File: config.mk
export PLATFORM = sky130hd
export DESIGN_NAME = wb_port_arbiter_flat
export DESIGN_NICKNAME = d
export VERILOG_FILES = /design/src/rtl/wb_port_arbiter_if.sv /design/src/rtl/wb_port_arbiter.sv /design/src/flat_wrapper.sv
export SDC_FILE = /design/constraint.sdc
export NUM_CORES = 1
export LEC_CHECK = 0
export BUFFER_PORTS_ARGS = -buffer_cell sky130_fd_sc_hd__clkbuf_2
export CORE_MARGIN = 1
export CORE_UTILIZATION = 49
export CTS_BUF_LIST = sky130_fd_sc_hd__clkbuf_16
export DETAILED_ROUTE_END_ITERATION = 7
export PLACE_DENSITY_LB_ADDON = 0.15
export SYNTH_ARGS = -nofsm -noshare
export SYNTH_HDL_FRONTEND = slang
export SYNTH_SLANG_ARGS = --single-unit
File: constraint.sdc
create_clock -name clk -period 4.8 [get_ports clk]
set_input_delay 1.2 -clock clk [delete_from_list [all_inputs] [get_ports clk]]
set_output_delay 1.2 -clock clk [all_outputs]
set_load 0.02 [all_outputs]
File: src/rtl/wb_port_arbiter_if.sv
// Signal bundle between the pipeline/long-latency unit and the register-file write arbiter.
// The arbiter is the slave; the environment driving requests is the master.
interface wb_port_arbiter_if;
    logic        wb_we;
    logic [4:0]  wb_rd;
    logic [31:0] wb_wd;
    logic        lu_issue;
    logic [4:0]  lu_issue_rd;
    logic        lu_valid;
    logic [4:0]  lu_rd;
    logic [31:0] lu_wd;
    logic        lu_ready;
    logic [4:0]  rs1;
    logic [4:0]  rs2;
    logic        stall;
    logic        rf_we3;
    logic [4:0]  rf_a3;
    logic [31:0] rf_wd3;

    modport slave (
        input  wb_we, wb_rd, wb_wd, lu_issue, lu_issue_rd,
        input  lu_valid, lu_rd, lu_wd, rs1, rs2,
        output lu_ready, stall, rf_we3, rf_a3, rf_wd3
    );

    modport master (
        output wb_we, wb_rd, wb_wd, lu_issue, lu_issue_rd,
        output lu_valid, lu_rd, lu_wd, rs1, rs2,
        input  lu_ready, stall, rf_we3, rf_a3, rf_wd3
    );
endinterface

File: src/rtl/wb_port_arbiter.sv
// Shares one register-file write port between pipeline writeback and a long-latency unit,
// tracking outstanding long-latency destinations and stalling decode on hazards or starvation.
module wb_port_arbiter #(
    parameter int STARVE_MAX = 4
) (
    input  logic              clk,
    input  logic              rst_n,
    wb_port_arbiter_if.slave  bus
);
    localparam int CW = $clog2(STARVE_MAX + 1);

    logic          wb_act;
    logic          lu_xfer;
    logic [31:1]   busy_reg;
    logic [31:1]   busy_next;
    logic [31:0]   busy_vec;
    logic [CW-1:0] starve_cnt_reg;
    logic [CW-1:0] starve_cnt_next;
    logic          hazard_rs1;
    logic          hazard_rs2;
    logic          hazard_waw;
    logic          starved;

    // x0 never has a busy entry; the zero bit keeps variable indexing in range.
    assign busy_vec = {busy_reg, 1'b0};

    function automatic logic pending(input logic [4:0] idx, input logic [31:0] bv,
                                     input logic xfer, input logic [4:0] xfer_rd);
        return (idx != 5'd0) && bv[idx] && !(xfer && (xfer_rd == idx));
    endfunction

    always_comb begin
        wb_act       = bus.wb_we && (bus.wb_rd != 5'd0);
        bus.lu_ready = !wb_act;
        lu_xfer      = bus.lu_valid && !wb_act;

        bus.rf_we3 = 1'b0;
        bus.rf_a3  = 5'd0;
        bus.rf_wd3 = 32'd0;
        if (wb_act) begin
            bus.rf_we3 = 1'b1;
            bus.rf_a3  = bus.wb_rd;
            bus.rf_wd3 = bus.wb_wd;
        end else if (lu_xfer) begin
            bus.rf_we3 = (bus.lu_rd != 5'd0);
            bus.rf_a3  = bus.lu_rd;
            bus.rf_wd3 = bus.lu_wd;
        end

        // A same-cycle transfer lands on the negedge write, so it does not block readers.
        hazard_rs1 = pending(bus.rs1, busy_vec, lu_xfer, bus.lu_rd);
        hazard_rs2 = pending(bus.rs2, busy_vec, lu_xfer, bus.lu_rd);
        hazard_waw = bus.lu_issue && pending(bus.lu_issue_rd, busy_vec, lu_xfer, bus.lu_rd);
        starved    = (starve_cnt_reg == CW'(STARVE_MAX));
        bus.stall  = hazard_rs1 || hazard_rs2 || hazard_waw || starved;
    end

    genvar gi;
    generate
        for (gi = 1; gi < 32; gi++) begin : g_busy
            logic set_bit;
            logic clr_bit;
            assign set_bit = bus.lu_issue && !bus.stall && (bus.lu_issue_rd == 5'(gi));
            assign clr_bit = lu_xfer && (bus.lu_rd == 5'(gi));
            // Set wins so a re-issue to the register being retired stays tracked.
            assign busy_next[gi] = set_bit ? 1'b1 : (clr_bit ? 1'b0 : busy_reg[gi]);
        end
    endgenerate

    always_comb begin
        starve_cnt_next = starve_cnt_reg;
        if (lu_xfer || !bus.lu_valid) begin
            starve_cnt_next = '0;
        end else if (starve_cnt_reg != CW'(STARVE_MAX)) begin
            starve_cnt_next = starve_cnt_reg + 1'b1;
        end
    end

    always_ff @(posedge clk or negedge rst_n) begin
        if (!rst_n) begin
            busy_reg       <= '0;
            starve_cnt_reg <= '0;
        end else begin
            busy_reg       <= busy_next;
            starve_cnt_reg <= starve_cnt_next;
        end
    end
endmodule

File: src/flat_wrapper.sv
// flat-port wrapper written by rule: the top's interface ports become plain ports
module wb_port_arbiter_flat 
#(
    parameter int STARVE_MAX = 4
)
  (clk, rst_n, bus_wb_we, bus_wb_rd, bus_wb_wd, bus_lu_issue, bus_lu_issue_rd, bus_lu_valid, bus_lu_rd, bus_lu_wd, bus_rs1, bus_rs2, bus_lu_ready, bus_stall, bus_rf_we3, bus_rf_a3, bus_rf_wd3);
  wb_port_arbiter_if bus_i ();
  input  logic clk;
  input  logic rst_n;
  input wire logic [$bits(bus_i.wb_we)-1:0] bus_wb_we;
  input wire logic [$bits(bus_i.wb_rd)-1:0] bus_wb_rd;
  input wire logic [$bits(bus_i.wb_wd)-1:0] bus_wb_wd;
  input wire logic [$bits(bus_i.lu_issue)-1:0] bus_lu_issue;
  input wire logic [$bits(bus_i.lu_issue_rd)-1:0] bus_lu_issue_rd;
  input wire logic [$bits(bus_i.lu_valid)-1:0] bus_lu_valid;
  input wire logic [$bits(bus_i.lu_rd)-1:0] bus_lu_rd;
  input wire logic [$bits(bus_i.lu_wd)-1:0] bus_lu_wd;
  input wire logic [$bits(bus_i.rs1)-1:0] bus_rs1;
  input wire logic [$bits(bus_i.rs2)-1:0] bus_rs2;
  output wire logic [$bits(bus_i.lu_ready)-1:0] bus_lu_ready;
  output wire logic [$bits(bus_i.stall)-1:0] bus_stall;
  output wire logic [$bits(bus_i.rf_we3)-1:0] bus_rf_we3;
  output wire logic [$bits(bus_i.rf_a3)-1:0] bus_rf_a3;
  output wire logic [$bits(bus_i.rf_wd3)-1:0] bus_rf_wd3;
  assign bus_i.wb_we = bus_wb_we;
  assign bus_i.wb_rd = bus_wb_rd;
  assign bus_i.wb_wd = bus_wb_wd;
  assign bus_i.lu_issue = bus_lu_issue;
  assign bus_i.lu_issue_rd = bus_lu_issue_rd;
  assign bus_i.lu_valid = bus_lu_valid;
  assign bus_i.lu_rd = bus_lu_rd;
  assign bus_i.lu_wd = bus_lu_wd;
  assign bus_i.rs1 = bus_rs1;
  assign bus_i.rs2 = bus_rs2;
  assign bus_lu_ready = bus_i.lu_ready;
  assign bus_stall = bus_i.stall;
  assign bus_rf_we3 = bus_i.rf_we3;
  assign bus_rf_a3 = bus_i.rf_a3;
  assign bus_rf_wd3 = bus_i.rf_wd3;
  wb_port_arbiter #(.STARVE_MAX(STARVE_MAX)) u_core (.clk(clk), .rst_n(rst_n), .bus(bus_i));
endmodule
Word level (Yosys, flattened, before mapping)
Cells that the tools add are included.
{"block": "classes", "n_mul": 0, "reduce_logical": 122, "bitwise": 0, "n_lt_le_gt_ge": 3, "div_mod_pow": 0, "eq_ne": 67, "addsub": 1, "mux": 76, "shift": 0}
{"cell": "$eq A5 B5 Y1 const B", "count": 32}
{"cell": "$eq A5 B4 Y1 const B", "count": 16}
{"cell": "$logic_and A1 B1 Y1", "count": 75}
{"cell": "$mux W1", "count": 67}
{"cell": "$mux W32", "count": 2}
{"cell": "$reduce_bool A2 Y1", "count": 32}
{"cell": "$eq A5 B3 Y1 const B", "count": 8}
{"cell": "$reduce_bool A5 Y1", "count": 5}
{"cell": "$eq A5 B2 Y1 const B", "count": 4}
{"cell": "$lt A5 B6 Y1 const B", "count": 3}
{"cell": "$bmux W1 S5", "count": 3}
{"cell": "$eq A5 B5 Y1", "count": 3}
{"cell": "$eq A5 B1 Y1 const B", "count": 2}
{"cell": "$mux W5", "count": 2}
{"cell": "$logic_not A1 Y1", "count": 6}
{"cell": "$mux W3", "count": 2}
{"cell": "$logic_or A1 B1 Y1", "count": 4}
{"cell": "$add A3 B1 Y3 const B", "count": 1}
{"cell": "$eq A3 B3 Y1 const B", "count": 1}
{"cell": "$ne A3 B3 Y1 const B", "count": 1}
{"block": "word_totals", "romBits": 0, "n_memories": 0, "regBits": 34, "ramBits": 0, "in_bits": 94, "wordCells": 301, "latch_bits": 0}

Longest topological paths before layout
Gate-level depths: netlist (run 1).
{"block": "depth", "word_depth": 14, "ltp_mapped": 10, "mapped_depth_nobuf": 7}

Worst setup path before layout (run 1)
Ideal clock, no wire load.
{"block": "synth_timing", "path_type": "input to output", "from": "input port bus_wb_rd[0]", "to": "output port bus_stall", "path_buffers": 1, "t_arrival_ps": 3177, "setup_slack_ps": 423, "cell_stages": 8, "cell_sequence": "or4_1 o21a_1 clkinv_2 nand2_4 o41ai_2 and4b_1 buf_6 or3b_1"}
{"block": "synth_between", "elab_chain_cells": 10, "elab_cells_between_ends": 17}
{"item": "start, declared", "line_no": "flat_wrapper.sv:11", "source": "input wire logic [$bits(bus_i.wb_rd)-1:0] bus_wb_rd;"}
{"item": "$reduce_bool A5 Y1 (*)", "line_no": "wb_port_arbiter.sv:33", "source": "wb_act = bus.wb_we && (bus.wb_rd != 5'd0);"}
{"item": "$logic_and A1 B1 Y1 (*)", "line_no": "wb_port_arbiter.sv:33"}
{"item": "$logic_not A1 Y1 (*)", "line_no": "wb_port_arbiter.sv:35", "source": "lu_xfer = bus.lu_valid && !wb_act;"}
{"item": "$logic_and A1 B1 Y1 (*)", "line_no": "wb_port_arbiter.sv:35"}
{"item": "$logic_and A1 B1 Y1", "line_no": "wb_port_arbiter.sv:29", "source": "return (idx != 5'd0) && bv[idx] && !(xfer && (xfer_rd == idx));"}
{"item": "$logic_not A1 Y1", "line_no": "wb_port_arbiter.sv:29"}
{"item": "$logic_and A1 B1 Y1", "line_no": "wb_port_arbiter.sv:29"}
{"item": "$logic_or A1 B1 Y1 or $logic_and A1 B1 Y1 (tied branches)", "line_no": "wb_port_arbiter.sv:55, wb_port_arbiter.sv:53"}
{"item": "$logic_or A1 B1 Y1 (*) (2 in series)", "line_no": "wb_port_arbiter.sv:55", "source": "bus.stall = hazard_rs1 || hazard_rs2 || hazard_waw || starved;"}
{"item": "end, declared", "line_no": "flat_wrapper.sv:21", "source": "output wire logic [$bits(bus_i.stall)-1:0] bus_stall;"}
Every way passes the cells marked *; elsewhere a longest branch is shown, timed or not.

Final worst setup path (run 1)
Ends and elaborated chain as after synthesis.

==> results of run 1 <==
-- worst max-delay path by stage --
stage                      endpoint  slack (ns)  depth (start not counted)
final                     bus_stall        0.20                          9
after global routing      bus_stall        0.15                          9
after CTS                 bus_stall        0.21                          9
after detailed placement  bus_stall        0.24                          9
after global placement    bus_stall        0.31                          9
after floorplan           bus_stall        0.42                          8
-- Yosys cell counts, drive strengths merged, types with 2 or more instances --
cell type / number / area (um^2)
mux4: 16 / 360
clkbuf: 26 / 97.6
inv: 7 / 26.3
or2: 2 / 12.5
nand2: 87 / 334
a22o: 2 / 17.5
nor3: 3 / 15.0
o41ai: 30 / 270
dfrtp: 34 / 851
o21ai: 35 / 175
nand4: 6 / 37.5
mux2i: 14 / 140
or3b: 2 / 17.5
ha: 2 / 25.0
o31ai: 3 / 22.5
nand3b: 2 / 15.0
buf: 13 / 81.3
nand4b: 2 / 17.5
a311oi: 2 / 17.5
or3: 2 / 12.5
nor2b: 6 / 37.5
o22ai: 4 / 25.0
nand3: 51 / 255
mux2: 4 / 45.0
nand2b: 10 / 62.6
nor2: 6 / 22.5
xor2: 8 / 70.1
xnor2: 8 / 70.1
-- metal layers --
layer	vias up	GRT usage, %	wire length [um]
li1	1714	-	-
met1	1749	40.6	4300
met2	209	49.4	5000
met3	39	6.82	973
met4	0	12.6	324
met5	-	0	0
-- cell type report --
cell class,count,area (um^2)
clock inverters,3,11.3
well taps,77,96.3
multi-input cells,322,2200
inverters,8,31.3
fillers,579,2350
flip-flops and latches,34,851
repair buffers,140,718
clock buffers,5,125
-- worst reg2reg max path: cells and delay by family, from the launching register on --
kind | cells | cell delay [ns]
DFF | 1 | 0.44
AOI/OAI and AO/OA | 1 | 0.45
and+or+nand+nor | 2 | 0.50
muxes | 2 | 0.75
buffers and inverters | 1 | 0.25
-- metrics by stage --
step / std cells / worst slack, ns / total power, mW
final: 589 / 0.204 / 1.21
after global routing: 589 / 0.151 / 1.27
after CTS: 589 / 0.215 / 1.20
after detailed placement: 581 / 0.236 / 0.901
after global placement: 581 / 0.309 / 0.888
after floorplan: 403 / 0.423 / 0.738
-- placed cells by master (no fill, tap or decap), drive strengths merged, types with 2 or more instances in the layout --
| cell type | count |
|---|---|
| a22o | 2 |
| a311oi | 2 |
| buf | 7 |
| clkbuf | 138 |
| clkinv | 4 |
| dfrtp | 34 |
| ha | 2 |
| inv | 7 |
| mux2 | 4 |
| mux2i | 14 |
| mux4 | 16 |
| nand2 | 87 |
| nand2b | 10 |
| nand3 | 51 |
| nand3b | 2 |
| nand4 | 6 |
| nand4b | 2 |
| nor2 | 6 |
| nor2b | 6 |
| nor3 | 3 |
| o21ai | 35 |
| o22ai | 4 |
| o31ai | 3 |
| o41ai | 30 |
| or2 | 2 |
| or3 | 2 |
| or3b | 2 |
| xnor2 | 8 |
| xor2 | 8 |
-- cell families after synthesis --
group           count (synthesis)  share of synthesized area [%]
xor+xnor                       16                           4.30
fa+ha+maj                       2                          0.767
compound gates                 86                           18.7
simple gates                  184                           27.0
mux                            34                           16.7
flops                          34                           26.1
buf+inv                        47                           6.44
-- power by group through the flow --
stage          logic (mW)  clock network (mW)  registers [mW]
2_1_floorplan       0.338                   0           0.400
3_5_place_dp        0.459                   0           0.442
4_1_cts             0.462               0.300           0.437
6_report            0.464               0.297           0.446
5_1_grt             0.506               0.314           0.451
3_3_place_gp        0.448                   0           0.440
==> reports/results.tsv, run 1 <==
metric	value	unit
relSlewSlack	43.3	%
grt_max_degree	38	
fin_crit_sh	95.7	%
cts.sinks	34	
vias_per_cell	6.30	
cp-end-kind	output port	
largest_reg_flops	31	
syn_area	0.00326	mm^2
placed_area	0.00390	mm^2
nets	607	
hold_end	u_core.starve_cnt_reg[1]	
track_usage	30.9	%
worstSetupPathType	primary input to output port	
startpoint	bus_wb_rd[0]	
antenna_found_initial	0	
first_global_vias	3446	
finalCriticalPeriod	4.60	ns
rows	29	
p_per_area	299	mW/mm^2
cp_slowest_stage_delay	0.51	ns
post-dp-hpwl	7970	um
die-area	0.00699	mm^2
hold_class	register to register	
cp_num_buf_inv	3	
finalWirelength	10600	um
drive_above_1_share	33.6	%
numCtsBuffers	5	
path_cells	clkbuf_2 -> or4_1 -> o21a_1 -> clkinv_2 -> nand2_4 -> o41ai_2 -> and4b_1 -> or3b_1 -> clkbuf_2	
start_kind	primary input	
p_sw_share	37.3	%
syn_area_per_cell	8.09	um^2
portBuffers	133	
hold_slack	0.567	ns
cts_tree	built	
vias	3711	
cts_setup_buffers	0	
reg2reg_slack	2.28	ns
postCtsHoldBufs	0	
syn2layout_area_growth	23.7	%
final_area	0.00403	mm^2
tightest_slew	0.851	ns
pin_count	134	
finClkSkew	0.00664	ns
syn_nets	499	
synth_cells	403	
r2r.worst_path.cells	6	
max_cap_viol_count	0	
grt_pass1_wl	17300	um
cts_root_buf	clkbuf_16	
place_congestion	0.915	
crit_required	3.60	ns
synth_edf_count	0	
overflow	0	
finalSetupTns	0	ns
synth-async-reset-ratio	100	%
hold_violations	0	
synth_cell_types	49	
core	0.00639	mm^2
cts_resized	0	
hold_depth	2	
cts_max_level	2	
irDropWorstVdd	0.000199	V
slew_viol_final	0	
wl_per_cell	18.0	um
die_h	83.6	um
p_int	757	uW
ys.flop_type	dfrtp_1	
arrival	3.40	ns
power_frac_comb	38.4	%
rr_endpoint	u_core.busy_reg[10]	
clkLatencyLatePin	0.28	ns
postRouteAntennaNets	0	
antenna_cells	0	
utilization	63.2	%
critPathMaxFanout	4	
fp.dieW	83.6	um
p_leak	1.94	nW
slowest_stage	or4_1	
cpMostUsedCell	clkbuf_2	
fmax	0.218	GHz
p_sw	450	uW
drcViolationCount	0	
critical_path.top_delay_family	simple AND/OR/NAND/NOR gates	
ys_warn_count	0	
detail_route.first_pass.iterations	5	
finalSetupViolations	0	
clkSlewWorstSetupHoldPaths	0.05	ns
worstHoldStart	u_core.starve_cnt_reg[1]	
start_util	51.1	%
first_iter_violations	380	
clk_path_buf_depth	2	
grt_setup_unrepaired	false	
rr_startpoint	u_core.busy_reg[18]	
status	finished, final reports clean	
seq_power_share	37.0	%
seq_area_frac_synth	26.1	%
p_clk_share	24.6	%
ys_ff_latch	34	
Note: power is estimated with default switching activity, not from simulation.
==> inputs of run 2 (changes only) <==
Settings changed: CAP_MARGIN from default to 15, CORE_ASPECT_RATIO from default to 0.5, RECOVER_POWER from default to 100.
==> reports/results.tsv, run 2 (synthesis gave the netlist of run 1 again) <==
metric	value	unit	change
status	finished with violations		
violations	max-capacitance violations, max-slew violations		
clkSlewWorstSetupHoldPaths	0.05	ns	about the same
cts_setup_buffers	0		unchanged
first_global_vias	3244		-5.9%
hold_class	register to register		
postRouteAntennaNets	0		unchanged
p_leak	1.82	nW	-6.5%
overflow	0		unchanged
cp_num_buf_inv	3		unchanged
slowest_stage	or4_1		
cp-end-kind	output port		
cts.sinks	34		unchanged
seq_power_share	37.2	%	+0.2 points
cts_max_level	2		unchanged
critPathMaxFanout	4		unchanged
slew_viol_final	35		+35
core	0.00626	mm^2	-2.0%
worstSetupPathType	primary input to output port		
finalCriticalPeriod	4.51	ns	-0.0855 ns
p_clk_share	25.2	%	+0.6 points
hold_slack	0.569	ns	+0.00204 ns
place_congestion	0.902		-1.5%
path_cells	clkbuf_2 -> or4_1 -> o21a_1 -> clkinv_2 -> nand2_4 -> o41ai_2 -> and4b_1 -> or3b_1 -> clkbuf_1		
grt_pass1_wl	17300	um	about the same
clkLatencyLatePin	0.28	ns	about the same
postCtsHoldBufs	0		unchanged
track_usage	31.8	%	+0.92 points
utilization	63.8	%	+0.63 points
worstHoldStart	u_core.starve_cnt_reg[1]		
hold_violations	0		unchanged
cts_tree	built		
drive_above_1_share	25.6	%	-8.0 points
wl_per_cell	17.8	um	-0.84%
finalWirelength	10700	um	+1.0%
finalSetupTns	0	ns	unchanged
fmax	0.222	GHz	+1.9%
crit_required	3.60	ns	about the same
tightest_slew	1.83	ns	+0.975 ns
final_area	0.00399	mm^2	-1.1%
clk_path_buf_depth	2		unchanged
rows	20		-31%
syn2layout_area_growth	22.4	%	
rr_startpoint	u_core.busy_reg[15]		
max_cap_viol_count	1		+1
layout_commonest_cell	clkbuf_2		
final_cell_mix	93 x clkbuf_2, 86 x nand2_1, 51 x nand3_1, 42 x clkbuf_1, 35 x o21ai_0		
p_sw_share	37.8	%	+0.50 points
vias_per_cell	6.07		-3.7%
critical_path.top_delay_family	simple AND/OR/NAND/NOR gates		
cts_resized	0		unchanged
pin_count	134		unchanged
vias	3639		-1.9%
startpoint	bus_wb_rd[0]		
reg2reg_slack	2.03	ns	-0.25 ns
drcViolationCount	0		unchanged
fp.dieW	117	um	+40%
antenna_found_initial	1		+1
first_iter_violations	397		+4.5%
arrival	3.31	ns	-0.09 ns
antenna_cells	0		unchanged
nets	607		unchanged
irDropWorstVdd	0.000153	V	-23%
finalSetupViolations	0		unchanged
cts_root_buf	clkbuf_16		
post-dp-hpwl	8150	um	+2.3%
placed_area	0.00391	mm^2	+0.35%
start_kind	primary input		
finClkSkew	0.00359	ns	-0.00305 ns
p_sw	454	uW	+1.0%
detail_route.first_pass.iterations	5		unchanged
die_h	59.7	um	-29%
p_per_area	301	mW/mm^2	+0.73%
grt_setup_unrepaired	false		
largest_reg_flops	31		unchanged
power_frac_comb	37.6	%	-0.8 points
relSlewSlack	-21.7	%	-65 points
numCtsBuffers	5		unchanged
portBuffers	133		unchanged
p_int	749	uW	-1.1%
fin_crit_sh	94.0	%	-1.8 points
start_util	52.1	%	+1.1 points
cp_slowest_stage_delay	0.51	ns	about the same
die-area	0.00701	mm^2	+0.29%
grt_max_degree	40		+5.3%
-- run 2: routing by layer --
metal  GRT usage (%)  up-vias  routed length, um  part of all wire (%)
li1                -     1714                  -                     -
met1            44.7     1697               4470                    42
met2            48.7      216               4770                    45
met3            10.1       12               1380                    13
met4            5.75        0                 92                  0.86
met5               0        -                  0                     0
-- run 2: power by group through the flow --
stage,combinational (mW),clock [mW],sequential (mW)
6_report,0.452,0.303,0.448
5_1_grt,0.499,0.319,0.451
4_1_cts,0.461,0.304,0.439
3_5_place_dp,0.459,0,0.444
3_3_place_gp,0.453,0,0.441
2_1_floorplan,0.338,0,0.400
-- run 2: worst paths after layout --
kind / to / cells after the start
setup / recovery: bus_stall / 9
hold / removal: u_core.starve_cnt_reg[1] / 2
setup reg to reg: u_core.busy_reg[20] / 7
hold reg to reg: u_core.starve_cnt_reg[1] / 2
max in group asynchronous: u_core.busy_reg[5] / 1
min in group asynchronous: u_core.busy_reg[16] / 1
-- run 2: area by class of cell --
cell class,count,area (um^2)
Fill cell,572,2260
Multi-Input combinational cell,322,2200
Sequential cell,34,851
Timing Repair Buffer,140,661
Clock buffer,5,125
Tap cell,88,110
Inverter,8,31.3
Clock inverter,3,12.5
-- run 2: worst register-to-register path: stages, from the launching register on --
cell	delay, ns
dfrtp_1	0.44
mux4_2	0.49
mux2i_1	0.18
o22ai_1	0.10
o221ai_1	0.18
nand2_1	0.12
clkbuf_1	0.55
o41ai_1	0.59
-- run 2: through the flow --
stage	power, mW	setup slack (ns)	cells
final	1.20	0.290	600
after global routing	1.27	0.150	600
after CTS	1.20	0.326	600
after detailed placement	0.903	0.309	592
after global placement	0.894	0.337	592
after floorplan	0.738	0.423	403
